==> src/rtl/i2c_apb_read_mux.sv <==
// APB read-side decoder for the I2C block: registered read data, RX FIFO pop strobe,
// and the clear-on-read sticky event bits that drive the interrupt.
module i2c_apb_read_mux #(
  parameter logic [11:0] A_RXDATA   = 12'h000,
  parameter logic [11:0] A_STATUS   = 12'h004,
  parameter logic [11:0] A_CONTROL  = 12'h008,
  parameter logic [11:0] A_CLKDIVHI = 12'h00C,
  parameter logic [11:0] A_CLKDIVLO = 12'h010
) (
  input  logic        pclk,
  input  logic        presetn,
  input  logic        psel,
  input  logic        penable,
  input  logic        pwrite,
  input  logic [11:0] paddr,
  output logic [31:0] prdata,
  input  logic [7:0]  rxData,
  input  logic        rxEmpty,
  output logic        rxDataRead,
  input  logic [7:0]  control,
  input  logic [15:0] clkdivhi,
  input  logic [15:0] clkdivlo,
  input  logic        busBusy,
  input  logic        txEmpty,
  input  logic        evTxDone,
  input  logic        evNack,
  input  logic        evArbLost,
  input  logic        evRxOvf,
  output logic        irq
);

  typedef enum logic [1:0] {IDLE, SETUP, ACCESS} state_t;

  state_t      state_q, state_d;
  logic [31:0] prdata_q, prdata_d;
  logic        rx_pop_q, rx_pop_d;
  logic        status_rd_q, status_rd_d;
  logic [3:0]  sticky_q, sticky_d;
  logic        irq_q, irq_d;

  logic        setup_rd;
  logic        access_ph;
  logic        clear_sticky;
  logic [31:0] rd_word;
  logic [3:0]  ev_vec;

  assign setup_rd  = psel & ~pwrite & ~penable;
  assign access_ph = psel & penable;
  assign ev_vec    = {evRxOvf, evArbLost, evNack, evTxDone};

  always_comb begin
    rd_word = 32'h0;
    if (paddr == A_RXDATA)        rd_word = rxEmpty ? 32'h0 : {24'b0, rxData};
    else if (paddr == A_STATUS)   rd_word = {26'b0, busBusy, txEmpty, sticky_q};
    else if (paddr == A_CONTROL)  rd_word = {24'b0, control};
    else if (paddr == A_CLKDIVHI) rd_word = {16'b0, clkdivhi};
    else if (paddr == A_CLKDIVLO) rd_word = {16'b0, clkdivlo};
  end

  // A new read setup restarts the transfer from any state; the pop is launched at the
  // setup edge so it lines up with the first access-phase cycle and cannot repeat.
  always_comb begin
    state_d     = state_q;
    prdata_d    = prdata_q;
    rx_pop_d    = 1'b0;
    status_rd_d = status_rd_q;
    if (setup_rd) begin
      state_d     = SETUP;
      prdata_d    = rd_word;
      rx_pop_d    = (paddr == A_RXDATA) & ~rxEmpty;
      status_rd_d = (paddr == A_STATUS);
    end else begin
      case (state_q)
        IDLE:    state_d = IDLE;
        SETUP:   state_d = access_ph ? ACCESS : IDLE;
        ACCESS:  state_d = access_ph ? ACCESS : IDLE;
        default: state_d = IDLE;
      endcase
    end
  end

  // Event sets take priority over the read clear so no pulse is ever lost.
  always_comb begin
    clear_sticky = (state_q == SETUP) & access_ph & status_rd_q;
    sticky_d     = (clear_sticky ? 4'b0 : sticky_q) | ev_vec;
    irq_d        = |(sticky_d & control[7:4]);
  end

  always_ff @(posedge pclk or negedge presetn) begin
    if (!presetn) begin
      state_q     <= IDLE;
      prdata_q    <= 32'h0;
      rx_pop_q    <= 1'b0;
      status_rd_q <= 1'b0;
      sticky_q    <= 4'b0;
      irq_q       <= 1'b0;
    end else begin
      state_q     <= state_d;
      prdata_q    <= prdata_d;
      rx_pop_q    <= rx_pop_d;
      status_rd_q <= status_rd_d;
      sticky_q    <= sticky_d;
      irq_q       <= irq_d;
    end
  end

  assign prdata     = prdata_q;
  assign rxDataRead = rx_pop_q;
  assign irq        = irq_q;

endmodule
==> config.mk <==
export PLATFORM = sky130hd
export DESIGN_NAME = i2c_apb_read_mux
export DESIGN_NICKNAME = d
export VERILOG_FILES = /design/src/rtl/i2c_apb_read_mux.sv
export SDC_FILE = /design/constraint.sdc
export NUM_CORES = 1
export LEC_CHECK = 0
export ABC_AREA = 1
export CAP_MARGIN = 40
export CELL_PAD_IN_SITES_DETAIL_PLACEMENT = 2
export CELL_PAD_IN_SITES_GLOBAL_PLACEMENT = 2
export CORE_MARGIN = 3
export CORE_UTILIZATION = 19
export DETAILED_ROUTE_END_ITERATION = 10
export GPL_ROUTABILITY_DRIVEN = 0
export GPL_TIMING_DRIVEN = 1
export MAX_ROUTING_LAYER = met4
export PLACE_DENSITY_LB_ADDON = 0.05
export SKIP_CTS_REPAIR_TIMING = 1
export SLEW_MARGIN = 20
export SYNTH_ARGS = -nofsm -noshare
export SYNTH_HDL_FRONTEND = slang
export SYNTH_SLANG_ARGS = --single-unit
==> constraint.sdc <==
create_clock -name pclk -period 1.7 [get_ports pclk]
set_clock_uncertainty 0.1 [all_clocks]
set_input_delay 0.17 -clock pclk [delete_from_list [all_inputs] [get_ports pclk]]
set_output_delay 0.17 -clock pclk [all_outputs]
set_load 0.02 [all_outputs]
==> results of run 1 <==
[flip-flops by register name, indices dropped and copies added (netlist names)]
name / count
state_q: 2
irq: 1
sticky_q: 4
rxDataRead: 1
status_rd_q: 1
prdata: 16
[where the power goes]
part / internal [mW] / leakage [nW] / switching (mW)
clock network: 0.164 / 0.0255 / 0.212
registers: 0.597 / 0.323 / 0.000781
logic: 0.176 / 1.14 / 0.137
total: 0.937 / 1.48 / 0.350
[worst max-delay path by stage]
stage	slack, ns	cells after the start	end	start
final	0.06	10	prdata[6]	paddr[11]
after CTS	0.05	9	prdata[7]	paddr[11]
after detailed placement	-0.25	9	prdata[7]	paddr[11]
after global placement	-0.23	9	prdata[7]	paddr[11]
after floorplan	0.50	8	prdata[6]	paddr[7]
after global routing	-0.03	10	prdata[6]	paddr[11]
[cell usage after synthesis (3+ instances only)]
library cell | count | area, um2
nand2_1 | 62 | 233
nand3_1 | 41 | 205
inv_1 | 26 | 97.6
dfrtp_1 | 25 | 626
buf_4 | 18 | 135
nor2_1 | 15 | 56.3
a21oi_1 | 11 | 55.1
a21o_1 | 8 | 60.1
nor2_2 | 8 | 50.1
o211ai_1 | 5 | 37.5
buf_2 | 4 | 20.0
o21bai_1 | 4 | 30.0
a21boi_1 | 3 | 22.5
[cell type report]
class | instances | share of cell area (%)
tap | 108 | 4.58
multi-input combinational | 186 | 32.4
clock inverter | 1 | 0.169
sequential | 25 | 21.2
inverter | 30 | 3.90
timing repair buffer | 113 | 36.4
clock buffer | 3 | 1.40
[per-layer routing]
| layer | track usage [%] | wire (um) | vias to the layer above |
|---|---|---|---|
| met5 | - | 0 | - |
| met4 | 2.69 | 49 | 0 |
| met3 | 1.35 | 328 | 2 |
| met2 | 22.4 | 3310 | 50 |
| met1 | 17.7 | 3150 | 913 |
| li1 | - | - | 987 |
[kinds of logic after synthesis]
logic type / after synthesis / share of synthesized area, %
simple gates: 138 / 37.2
compound gates: 31 / 11.5
flops: 25 / 35.2
other cells: 1 / 0.211
buf+inv: 52 / 15.2
fa+ha+maj: 1 / 0.704
[through the flow]
stage,std cells,TNS [ns]
2_1_floorplan,263,0
3_3_place_gp,460,-1.75
3_5_place_dp,460,-2.36
4_1_cts,464,0
5_1_grt,466,-0.0695
6_report,466,0
==> flow_summary.yaml, run 1 <==
drt:
  viasPerCell: 4.19
  drc_errors: 0
  drt-wirelength-per-cell_um: 14.7
  drt_iter0_markers: 44
  wl_mm: 6.84
  ant_nets: 0
  via_count: 1952
  drt_first_pass_iters: 4
clock_network:
  cts_tree: "done"
  htreeDepth: 1
  cts.sinks: 25
  clock_insertion_delay_worst_skew_ns: 0.27
  clk_path_buf_depth: 2
  clkTransAtPathRegs_ns: 0.10
  root_buffer: "clkbuf_8"
  cts_buffers: 3
synth:
  synth_area_um2: 1780
  ys_types: 26
  yosysSeqAreaShare_pct: 35.2
  synth_cells: 248
  synth_edf_count: 0
  ys_ff_latch: 25
  synth.avg_cell_area_um2: 7.17
  synth_top_flop_cell: "dfrtp_1"
  ys.warnings.count: 0
  synthArstFlopShare_pct: 100
layout:
  drive_gt1_share_pct: 14.8
  multi_input_area_um2: 957
  regArea_um2: 626
  final_common_cell: "clkdlybuf4s50_1"
  antennaDiodeCount: 0
  nets: 432
  utilization_pct: 33.2
  layout_common_cells: "clkdlybuf4s50_1 (88), nand2_1 (59), nand3_1 (41)"
  n_fill_cell: 1064
  syn_to_final_growth_pct: 66.1
  fin_area_um2: 2950
critical_path:
  crit_chain: "clkdlybuf4s50_1 -> nor2_2 -> nand3_2 -> buf_4 -> nor2_4 -> nand2_2 -> nor3_4 -> buf_4 -> nand2_2 -> nand3_1"
  critical_path.top_delay_family: "simple AND/OR/NAND/NOR gates"
  path_class: "in2reg"
  r2r_setup_slack_ns: 0.30
  worstReg2RegStart: "state_q[1]"
  crit_buf_inv: 3
  cp-end-kind: "register"
  worstPathMaxFanout: 5
  reg2reg_to: "irq"
  critPathLaunchType: "input pin"
  rr_worst_depth: 7
  cp.arrival_ns: 1.76
  slowest_stage: "clkdlybuf4s50_1"
  slowest_delay_ns: 0.43
  required_ns: 1.82
timing:
  hold_viol_final: 0
  fin_crit_sh_pct: 96.4
  setup-violations-final: 0
  final_max_slew_viol_count: 0
  setup_ws_ns: 0.0604
  period_needed_ns: 1.64
  whs_ns: 0.161
  timing.fmax_ghz: 0.610
placement:
  dp_slack_ns: -0.245
  place.detailed.hpwl_mm: 5.76
  post_dp_cell_area_um2: 2870
  portBuffers: 89
grt:
  grt-ovfl-total: 0
  grt_pass1_wl_mm: 10.7
  grt_pass1_vias: 2103
  antenna_found_initial: 0
  grt_start_max_net_pins: 26
  grt_usage_pct: 13.4
power:
  p_per_area_nw_per_um2: 436
  irDropWorstVdd_v: 0.000221
  leakage_nw: 1.48
  total_power_mw: 1.29
die:
  dieWidth_um: 103
  rows: 34
  die_y_um: 103
  initial_core_util_pct: 20.0
  core_um2: 8890
  pin_count: 106
  die_area_um2: 10600
run_status:
  status: "finished, final reports clean"
flow_run:
  maxCapViolations: 0
hold_path:
  hp-class: "in2async"
Power figures use the tool's default switching activity.
==> inputs of run 2 (changes only) <==
--- a/config.mk
+++ b/config.mk
@@ -5,7 +5,6 @@
 export SDC_FILE = /design/constraint.sdc
 export NUM_CORES = 1
 export LEC_CHECK = 0
-export ABC_AREA = 1
 export CAP_MARGIN = 40
 export CELL_PAD_IN_SITES_DETAIL_PLACEMENT = 2
 export CELL_PAD_IN_SITES_GLOBAL_PLACEMENT = 2
==> run 2 against run 1 <==
Compared with the run above:
- synthesized area shrank 12%
- synthesized cell count is 31% lower
- register-to-register slack worse by 0.08 ns
- cell count shrank 16%
- via count shrank 7.2%
- worst setup slack lost 0.17 ns
- total power is 6.6% higher
- critical path depth decreased by 4
- the flow now finishes with violations (setup timing)
- critical endpoint is now prdata[1]
==> flow_summary.yaml, run 2 <==
synth:
  synth_edf_count: 0
  synthArstFlopShare_pct: 100
  netlist_top_cells_count: "dfrtp_1 (25), o21ai_0 (17), buf_4 (16)"
  synth_top_area_cell: "dfrtp_1"
  synth.avg_cell_area_um2: 9.21
  synth_cells: 170
  yosysSeqAreaShare_pct: 40.0
  ys_types: 42
  yosysMostFrequentCell: "dfrtp_1"
  synth_area_um2: 1570
  ys.warnings.count: 0
  synth_top_flop_cell: "dfrtp_1"
  ys_ff_latch: 25
  yosys-top-cells-area: "dfrtp_1 (40%), buf_4 (7.7%), a22oi_1 (6.2%), o21ai_0 (5.4%), a32oi_1 (3.9%)"
  yosys.area.top_type_share_pct: 40.0
drt:
  via_count: 1811
  viasPerCell: 4.62
  drt-wirelength-per-cell_um: 17.6
  drc_errors: 0
  drt_iter0_markers: 52
  drt_first_pass_iters: 4
  wl_mm: 6.89
  ant_nets: 0
layout:
  antennaDiodeCount: 0
  layout.cells.non_filler: 392
  drive_gt1_share_pct: 26.6
  layout_common_cells: "clkdlybuf4s50_1 (77), buf_4 (31), dfrtp_1 (25)"
  largest_reg_flops: 16
  syn_to_final_growth_pct: 94.5
  final_common_cell: "clkdlybuf4s50_1"
  utilization_pct: 38.8
  nets: 364
  n_fill_cell: 881
power:
  p_per_area_nw_per_um2: 451
  leakage_nw: 1.22
  irDropWorstVdd_v: 0.000276
die:
  initial_core_util_pct: 19.9
  rows: 32
  core_um2: 7850
  die_y_um: 96.8
  pin_count: 106
  dieWidth_um: 96.8
  die_area_um2: 9360
timing:
  hold_viol_final: 0
  timing.fmax_ghz: 0.553
  fin_tns_setup_ns: -0.397
  whs_ns: 0.168
  final_max_slew_viol_count: 0
  period_needed_ns: 1.81
  setup_ws_ns: -0.109
  setup-violations-final: 6
  rsz0062_at_grt: "true"
  fin_crit_sh_pct: 106
critical_path:
  path_class: "in2reg"
  critPathLaunchType: "input pin"
  required_ns: 1.81
  cp-end-kind: "register"
  cp.arrival_ns: 1.92
  worstPathMaxFanout: 8
flow_run:
  maxCapViolations: 0
clock_network:
  root_buffer: "clkbuf_8"
  clock_insertion_delay_worst_skew_ns: 0.27
  htreeDepth: 1
  cts_tree: "done"
  cts_buffers: 3
  cts.sinks: 25
  clk_path_buf_depth: 2
  clkTransAtPathRegs_ns: 0.09
hold_path:
  hp-class: "in2async"
grt:
  grt_pass1_vias: 1961
  grt-ovfl-total: 0
  antenna_found_initial: 0
  grt_pass1_wl_mm: 10.4
  grt_usage_pct: 14.1
  grt_start_max_net_pins: 26
placement:
  dp_slack_ns: -0.809
  place.detailed.hpwl_mm: 5.35
  portBuffers: 89
  numPlacedInstances: 382
run_status:
  status: "finished, violations left"
  violations: "setup timing"
[run 2: worst paths after layout]
kind                       cells after the start          to  slack, ns       start
hold reg to reg                                2   prdata[6]       0.39   prdata[6]
min in group pclk                              3  rxDataRead       0.22    paddr[4]
setup / recovery                               6   prdata[1]      -0.11    paddr[8]
hold / removal                                 2   prdata[1]       0.17     presetn
max in group asynchronous                      2   prdata[4]       1.07     presetn
setup reg to reg                               6         irq       0.22  state_q[1]
[run 2: per-layer routing]
layer | up-vias | GRT usage [%] | wire, um
met1 | 884 | 18.3 | 3000
li1 | 857 | - | -
met3 | 2 | 3.03 | 341
met5 | - | - | 0
met2 | 68 | 23.4 | 3530
met4 | 0 | 1.73 | 20
[run 2: metrics by stage]
step	area [um2]	total power [mW]
after floorplan	1630	0.761
after global placement	2730	0.988
after detailed placement	2730	0.992
after CTS	2770	1.36
after global routing	3040	1.44
final	3040	1.37
[run 2: critical path, stage by stage]
cell and delay, ns:
buf_6 0.09, or4_4 0.56, buf_6 0.14, or3_4 0.45, or4_1 0.42, nand3_1 0.08
[run 2: kinds of logic (layout without fill, tap and decap cells)]
logic type	after synthesis	in the layout	synth area share, %
AND/OR/NAND/NOR	49	49	18.3
adder cells (fa/ha/maj)	1	1	0.799
other	1	16	0.240
AO/OA/AOI/OAI	64	64	29.0
flip-flops	25	25	40.0
buffers and inverters	30	135	11.7
[run 2: layout make-up]
| cell class | count | area (um2) | area share [%] |
|---|---|---|---|
| clock buffer | 4 | 45.0 | 1.48 |
| sequential | 25 | 626 | 20.6 |
| inverter | 4 | 18.8 | 0.617 |
| multi-input combinational | 130 | 995 | 32.7 |
| tap | 102 | 128 | 4.19 |
| timing repair buffer | 127 | 1230 | 40.5 |
[run 2: power by group]
group          switching [mW]  internal (mW)  leakage [nW]
Clock                   0.192          0.168        0.0228
Combinational           0.176          0.226         0.876
Sequential            0.00624          0.604         0.319
Total                   0.374          0.998          1.22
